===== src/rtl/cpu_pkg.sv =====
// Shared CPU types: address/instruction widths and the fetch queue entry.
package cpu_pkg;
  localparam int XLEN = 64;
  localparam int ILEN = 32;

  typedef logic [XLEN-1:0] addr_t;
  typedef logic [ILEN-1:0] inst_t;

  typedef struct packed {
    inst_t inst;
    addr_t pc;
  } fetch_entry_t;

  localparam inst_t NOP_INST = 32'h0000_0013;
endpackage


===== src/rtl/fetch_fifo.sv =====
// Prefetch FIFO of fetch entries. Flush wins over push; a pop in the flush
// cycle is accepted but has no further effect since everything is dropped.
module fetch_fifo
  import cpu_pkg::*;
#(
  parameter int DEPTH = 4,
  localparam int AW = $clog2(DEPTH)
) (
  input  logic         clk,
  input  logic         reset,
  input  logic         push,
  input  logic         pop,
  input  logic         flush,
  input  fetch_entry_t din,
  output fetch_entry_t head,
  output logic [AW:0]  count
);

  fetch_entry_t        mem [DEPTH];
  logic [AW-1:0]       wr_ptr, rd_ptr;

  assign head = mem[rd_ptr];

  // Storage write; cleared on reset so the head reads zero out of reset.
  always_ff @(posedge clk or negedge reset) begin
    if (!reset) begin
      for (int i = 0; i < DEPTH; i++) mem[i] <= '0;
    end else if (push && !flush) begin
      mem[wr_ptr] <= din;
    end
  end

  // Pointer and occupancy tracking; pointers wrap naturally at DEPTH.
  always_ff @(posedge clk or negedge reset) begin
    if (!reset) begin
      wr_ptr <= '0;
      rd_ptr <= '0;
      count  <= '0;
    end else if (flush) begin
      rd_ptr <= wr_ptr;
      count  <= '0;
    end else begin
      if (push) wr_ptr <= wr_ptr + 1'b1;
      if (pop)  rd_ptr <= rd_ptr + 1'b1;
      count <= count + (AW+1)'(push) - (AW+1)'(pop);
    end
  end

endmodule


===== src/rtl/inst_fetch_queue.sv =====
// Fetch stage: owns the fetch PC, issues sequential ROM reads under a
// credit limit, buffers returned words and hands them to the core.
module inst_fetch_queue
  import cpu_pkg::*;
#(
  parameter int    DEPTH    = 4,
  parameter addr_t RESET_PC = '0
) (
  input  logic  clk,
  input  logic  reset,
  output logic  rom_req,
  output addr_t rom_addr,
  input  inst_t rom_data,
  input  logic  redirect_valid,
  input  addr_t redirect_pc,
  output logic  inst_valid,
  output inst_t inst,
  output addr_t inst_pc,
  input  logic  inst_ready,
  output logic  misaligned_err
);

  localparam int AW = $clog2(DEPTH);

  addr_t        fetch_pc, issued_pc;
  logic         inflight, squash;
  logic [AW:0]  count;
  logic [AW+1:0] used;
  logic         push, pop;
  fetch_entry_t din, head;

  // Credit: queued entries plus the one outstanding read must leave room.
  // Gating with reset makes rom_req drop the moment reset asserts.
  assign used     = {1'b0, count} + (AW+2)'(inflight);
  assign rom_req  = reset && !redirect_valid && (used < (AW+2)'(DEPTH));
  assign rom_addr = fetch_pc;

  assign inst_valid = (count != '0);
  assign pop        = inst_valid && inst_ready;
  assign push       = inflight && !squash;
  assign din.inst   = rom_data;
  assign din.pc     = issued_pc;
  assign inst       = head.inst;
  assign inst_pc    = head.pc;

  fetch_fifo #(.DEPTH(DEPTH)) u_fifo (
    .clk   (clk),
    .reset (reset),
    .push  (push),
    .pop   (pop),
    .flush (redirect_valid),
    .din   (din),
    .head  (head),
    .count (count)
  );

  // Fetch PC, in-flight tracking, squash and sticky misalignment flag.
  always_ff @(posedge clk or negedge reset) begin
    if (!reset) begin
      fetch_pc       <= RESET_PC;
      issued_pc      <= '0;
      inflight       <= 1'b0;
      squash         <= 1'b0;
      misaligned_err <= 1'b0;
    end else begin
      inflight <= rom_req;
      squash   <= redirect_valid && inflight;
      if (redirect_valid) begin
        fetch_pc <= redirect_pc & ~addr_t'(3);
        if (redirect_pc[1:0] != 2'b00) misaligned_err <= 1'b1;
      end else if (rom_req) begin
        fetch_pc  <= fetch_pc + addr_t'(4);
        issued_pc <= fetch_pc;
      end
    end
  end

endmodule


===== config.mk =====
export PLATFORM = sky130hd
export DESIGN_NAME = inst_fetch_queue
export DESIGN_NICKNAME = d
export VERILOG_FILES = /design/src/rtl/cpu_pkg.sv /design/src/rtl/fetch_fifo.sv /design/src/rtl/inst_fetch_queue.sv
export SDC_FILE = /design/constraint.sdc
export NUM_CORES = 1
export LEC_CHECK = 0
export ABC_CLOCK_PERIOD_IN_PS = 3200
export CORE_MARGIN = 1.5
export CORE_UTILIZATION = 45
export DETAILED_ROUTE_END_ITERATION = 10
export GPL_TIMING_DRIVEN = 0
export PLACE_DENSITY = 0.66
export SKIP_LAST_GASP = 1
export SLEW_MARGIN = 20
export SYNTH_ARGS = -nofsm -noshare
export SYNTH_HDL_FRONTEND = slang
export SYNTH_SLANG_ARGS = --single-unit

===== constraint.sdc =====
create_clock -name clk -period 3.2 [get_ports clk]
set_input_delay 0.64 -clock clk [delete_from_list [all_inputs] [get_ports clk]]
set_output_delay 0.64 -clock clk [all_outputs]
set_load 0.03 [all_outputs]

==> impl_metrics.ini, run 1 <==
[logic_synthesis]
synthArstFlopShare_pct = 100.0
syn_inst = 1560
yosys.area_share.simple_pct = 6.070
synth_adder_area_share_pct = 0.5288
yosys_most_used_dff = dfrtp_1
syn_avg_cell_area_um2 = 14.56
synth_xor_xnor_area_share_pct = 1.272
synth_warnings = 0
synth_seq_area_share_pct = 56.19
synth_seq_cells = 510
muxShareOfSynthArea_pct = 31.22
ys_types = 46
synth_area_mm2 = 0.02271
synth-edff-count = 0
synth_compound_area_share_pct = 2.605
synth_top_family_by_area = multiplexers

[timing]
hold_violations = 0
rsz0062_at_grt = true
fmax_mhz = 309.8
skew_ns = 0.02134
fin_crit_ns = 3.228
max-slew-margin-rel_pct = 36.17
tns_ns = -0.02804
min_period_over_period_pct = 100.9
setup_ws_ns = -0.02804
worst_pin_slew_ns = 0.9487
drv_slew = 0
finalSetupViolations = 1

[layout]
layout.nets = 1994
final_cells = 2599
syn_to_final_growth_pct = 24.80
diodes = 0
utilization_pct = 56.74
final_common_cell = dfrtp_1
final_layout_size_suffix_gt1_share_pct = 35.81
final_area_mm2 = 0.02835
mostFrequentLayoutCells = dfrtp_1 (509), mux2_2 (440), clkdlybuf4s50_1 (175), mux4_2 (94), dlygate4sd2_1 (65)

[drt]
drt_iter0_markers = 983
vias_per_cell = 5.640
post_drt_wl_per_cell_um = 22.99
wl_um = 59740
ant_nets = 0
remaining_drc_errors = 0
first_pass_iters = 5
vias = 14658

[critical_path]
r2r_slack_ns = 0.20
worstSetupStartpointType = register
critPathTopFamily = buffers and inverters
cp_num_buf_inv = 2
worst_ep_required_time_ns = 2.56
end_kind = primary output
cp_max_fo = 11
timing.critical_path.cells = ha_1, o211ai_1, a22oi_2, nor2_4, buf_4, clkdlybuf4s15_2
arrival_ns = 2.59
r2r_end = rom_addr[54]
startpoint = u_fifo.count[1]
crit_slowest_cell = dfrtp_1
critPathKind = register to primary output
crit_path_max_incr_delay_ns = 0.45
rr_worst_depth = 9
r2r-start = rom_addr[2]

[clocking]
clkTransAtPathRegs_ns = 0.06
cts_tree = yes
numCtsBuffers = 54
cts.path.max_buffers = 3
clock_latency_ns = 0.60
htree_num_levels = 2
cts.sinks = 510
clock-root-buffer = clkbuf_16

[status]
violations = negative setup slack
outcome = finished with violations

[floorplanning]
start_util_pct = 45.46
ioPinCount = 263
die-area_mm2 = 0.05183
die_x_um = 227.7
die_h_um = 227.7
core_region_area_mm2 = 0.04997
row_count = 82

[place]
place_inst = 2497
place_ws_ns = -2.425
portBuffers = 257
place_congestion = 0.8899
hpwl_um = 40590
dpl_cell_area_mm2 = 0.02629

[worst_hold_path]
hp-class = input port to async pin

[global_route]
grt_pass1_wl_um = 92340
grt_start_max_net_pins = 106
track_usage_pct = 23.50
overflow = 0
antenna_found_initial = 1
grt_pass1_vias = 15508

[run]
drv_cap = 0

[pwr]
power.density_mw_per_mm2 = 992.2
power_leakage_nw = 12.17
ir_drop_mv = 0.6088
-- cell families (layout without fill, tap and decap cells) --
group	after synthesis	after routing
adders and majority gates	9	9
xor gates and xnor gates	33	33
DFF	510	510
buffers and inverters	115	479
AOI/OAI and AO/OA	99	99
other	1	4
muxes	536	536
and+or+nand+nor	257	257
-- what timing repair did --
item / in CTS / in global routing
gates resized for setup: 157 / 34
hold buffers: 1 / 0
endpoints found under the hold margin: 50 / 0
pin swaps: 1 / 0
setup endpoints to repair: 242 / 82
cloned: 4 / 0
setup buffers: 1 / 0
-- Yosys cell counts, types with 2 or more instances --
library cell / count / area [um2]
or3_1: 18 / 112.6
mux2_2: 440 / 4955
and2_1: 7 / 43.79
buf_1: 27 / 101.4
buf_2: 14 / 70.07
o21ai_0: 46 / 230.2
or4_1: 17 / 127.6
clkbuf_1: 57 / 214.0
o41ai_1: 2 / 17.52
nor4b_1: 2 / 17.52
nand4b_1: 2 / 17.52
ha_1: 8 / 100.1
o31ai_1: 15 / 112.6
nor3_1: 9 / 45.04
and4_1: 3 / 26.28
and3_1: 20 / 125.1
a31oi_1: 31 / 193.9
nand4_1: 33 / 206.5
xor2_1: 15 / 131.4
dfrtp_1: 510 / 12760
inv_1: 10 / 37.54
nand2_1: 62 / 232.7
nor4_1: 11 / 68.82
mux2i_1: 2 / 20.02
xnor2_1: 18 / 157.7
nand3_1: 15 / 75.07
buf_4: 5 / 37.54
nor2_1: 47 / 176.4
nor2b_1: 4 / 25.02
mux4_2: 94 / 2117
-- power breakdown --
part	leakage (nW)	switching, W	internal, W
clock network	0.899	0.00252	0.00372
logic	4.97	0.00552	0.00553
registers	6.30	0.00171	0.00912
-- per-layer routing --
metal  share of wire (%)  vias up  routed length [um]  track usage (%)
li1                    -     6452                   -                -
met1                  44     7727               26040            32.18
met2                  48      391               28840            38.08
met3                 6.0       86                3577            5.129
met4                 2.1        2                1270            6.195
met5               0.020        -                  12                0
-- worst max-delay path by stage --
stage	cells past startpoint	to	slack (ns)
floorplan	5	rom_req	0.59
global placement	1	issued_pc[9]	-20.75
detailed placement	8	rom_req	-2.42
CTS	6	rom_req	-0.1
global route	6	rom_req	-0.16
finish	6	rom_req	-0.03
-- stage by stage --
step	hold slack, ns	total power, W
after floorplan	0.3444	0.01804
after global placement	0.4500	0.02219
after detailed placement	0.4523	0.02252
after CTS	0.03855	0.02844
after global routing	0.05016	0.02963
final	0.07122	0.02813
-- registers in the layout (all words and copies together) (netlist names) --
| signal | count |
|---|---|
| u_fifo.wr_ptr | 2 |
| u_fifo.count | 3 |
| u_fifo.mem | 376 |
| issued_pc | 62 |
| misaligned_err | 1 |
| rom_addr | 62 |
| u_fifo.rd_ptr | 2 |
| squash | 1 |
| inflight | 1 |
-- area by class of cell --
cell class | instances | area (um2)
clock inverters | 8 | 40.04
flip-flops and latches | 510 | 12760
multi-input cells | 938 | 9505
clock buffers | 90 | 1760
inverters | 10 | 37.54
fillers | 4092 | 21620
plain buffers | 103 | 568.0
repair buffers | 268 | 2833
well taps | 672 | 840.8
Note: power is estimated with default switching activity, not from simulation.
==> inputs of run 2 (changes only) <==
Settings changed: CAP_MARGIN from default to 10.
==> results of run 2 <==
Final layout, timing and power as in run 1 (identical DEF).
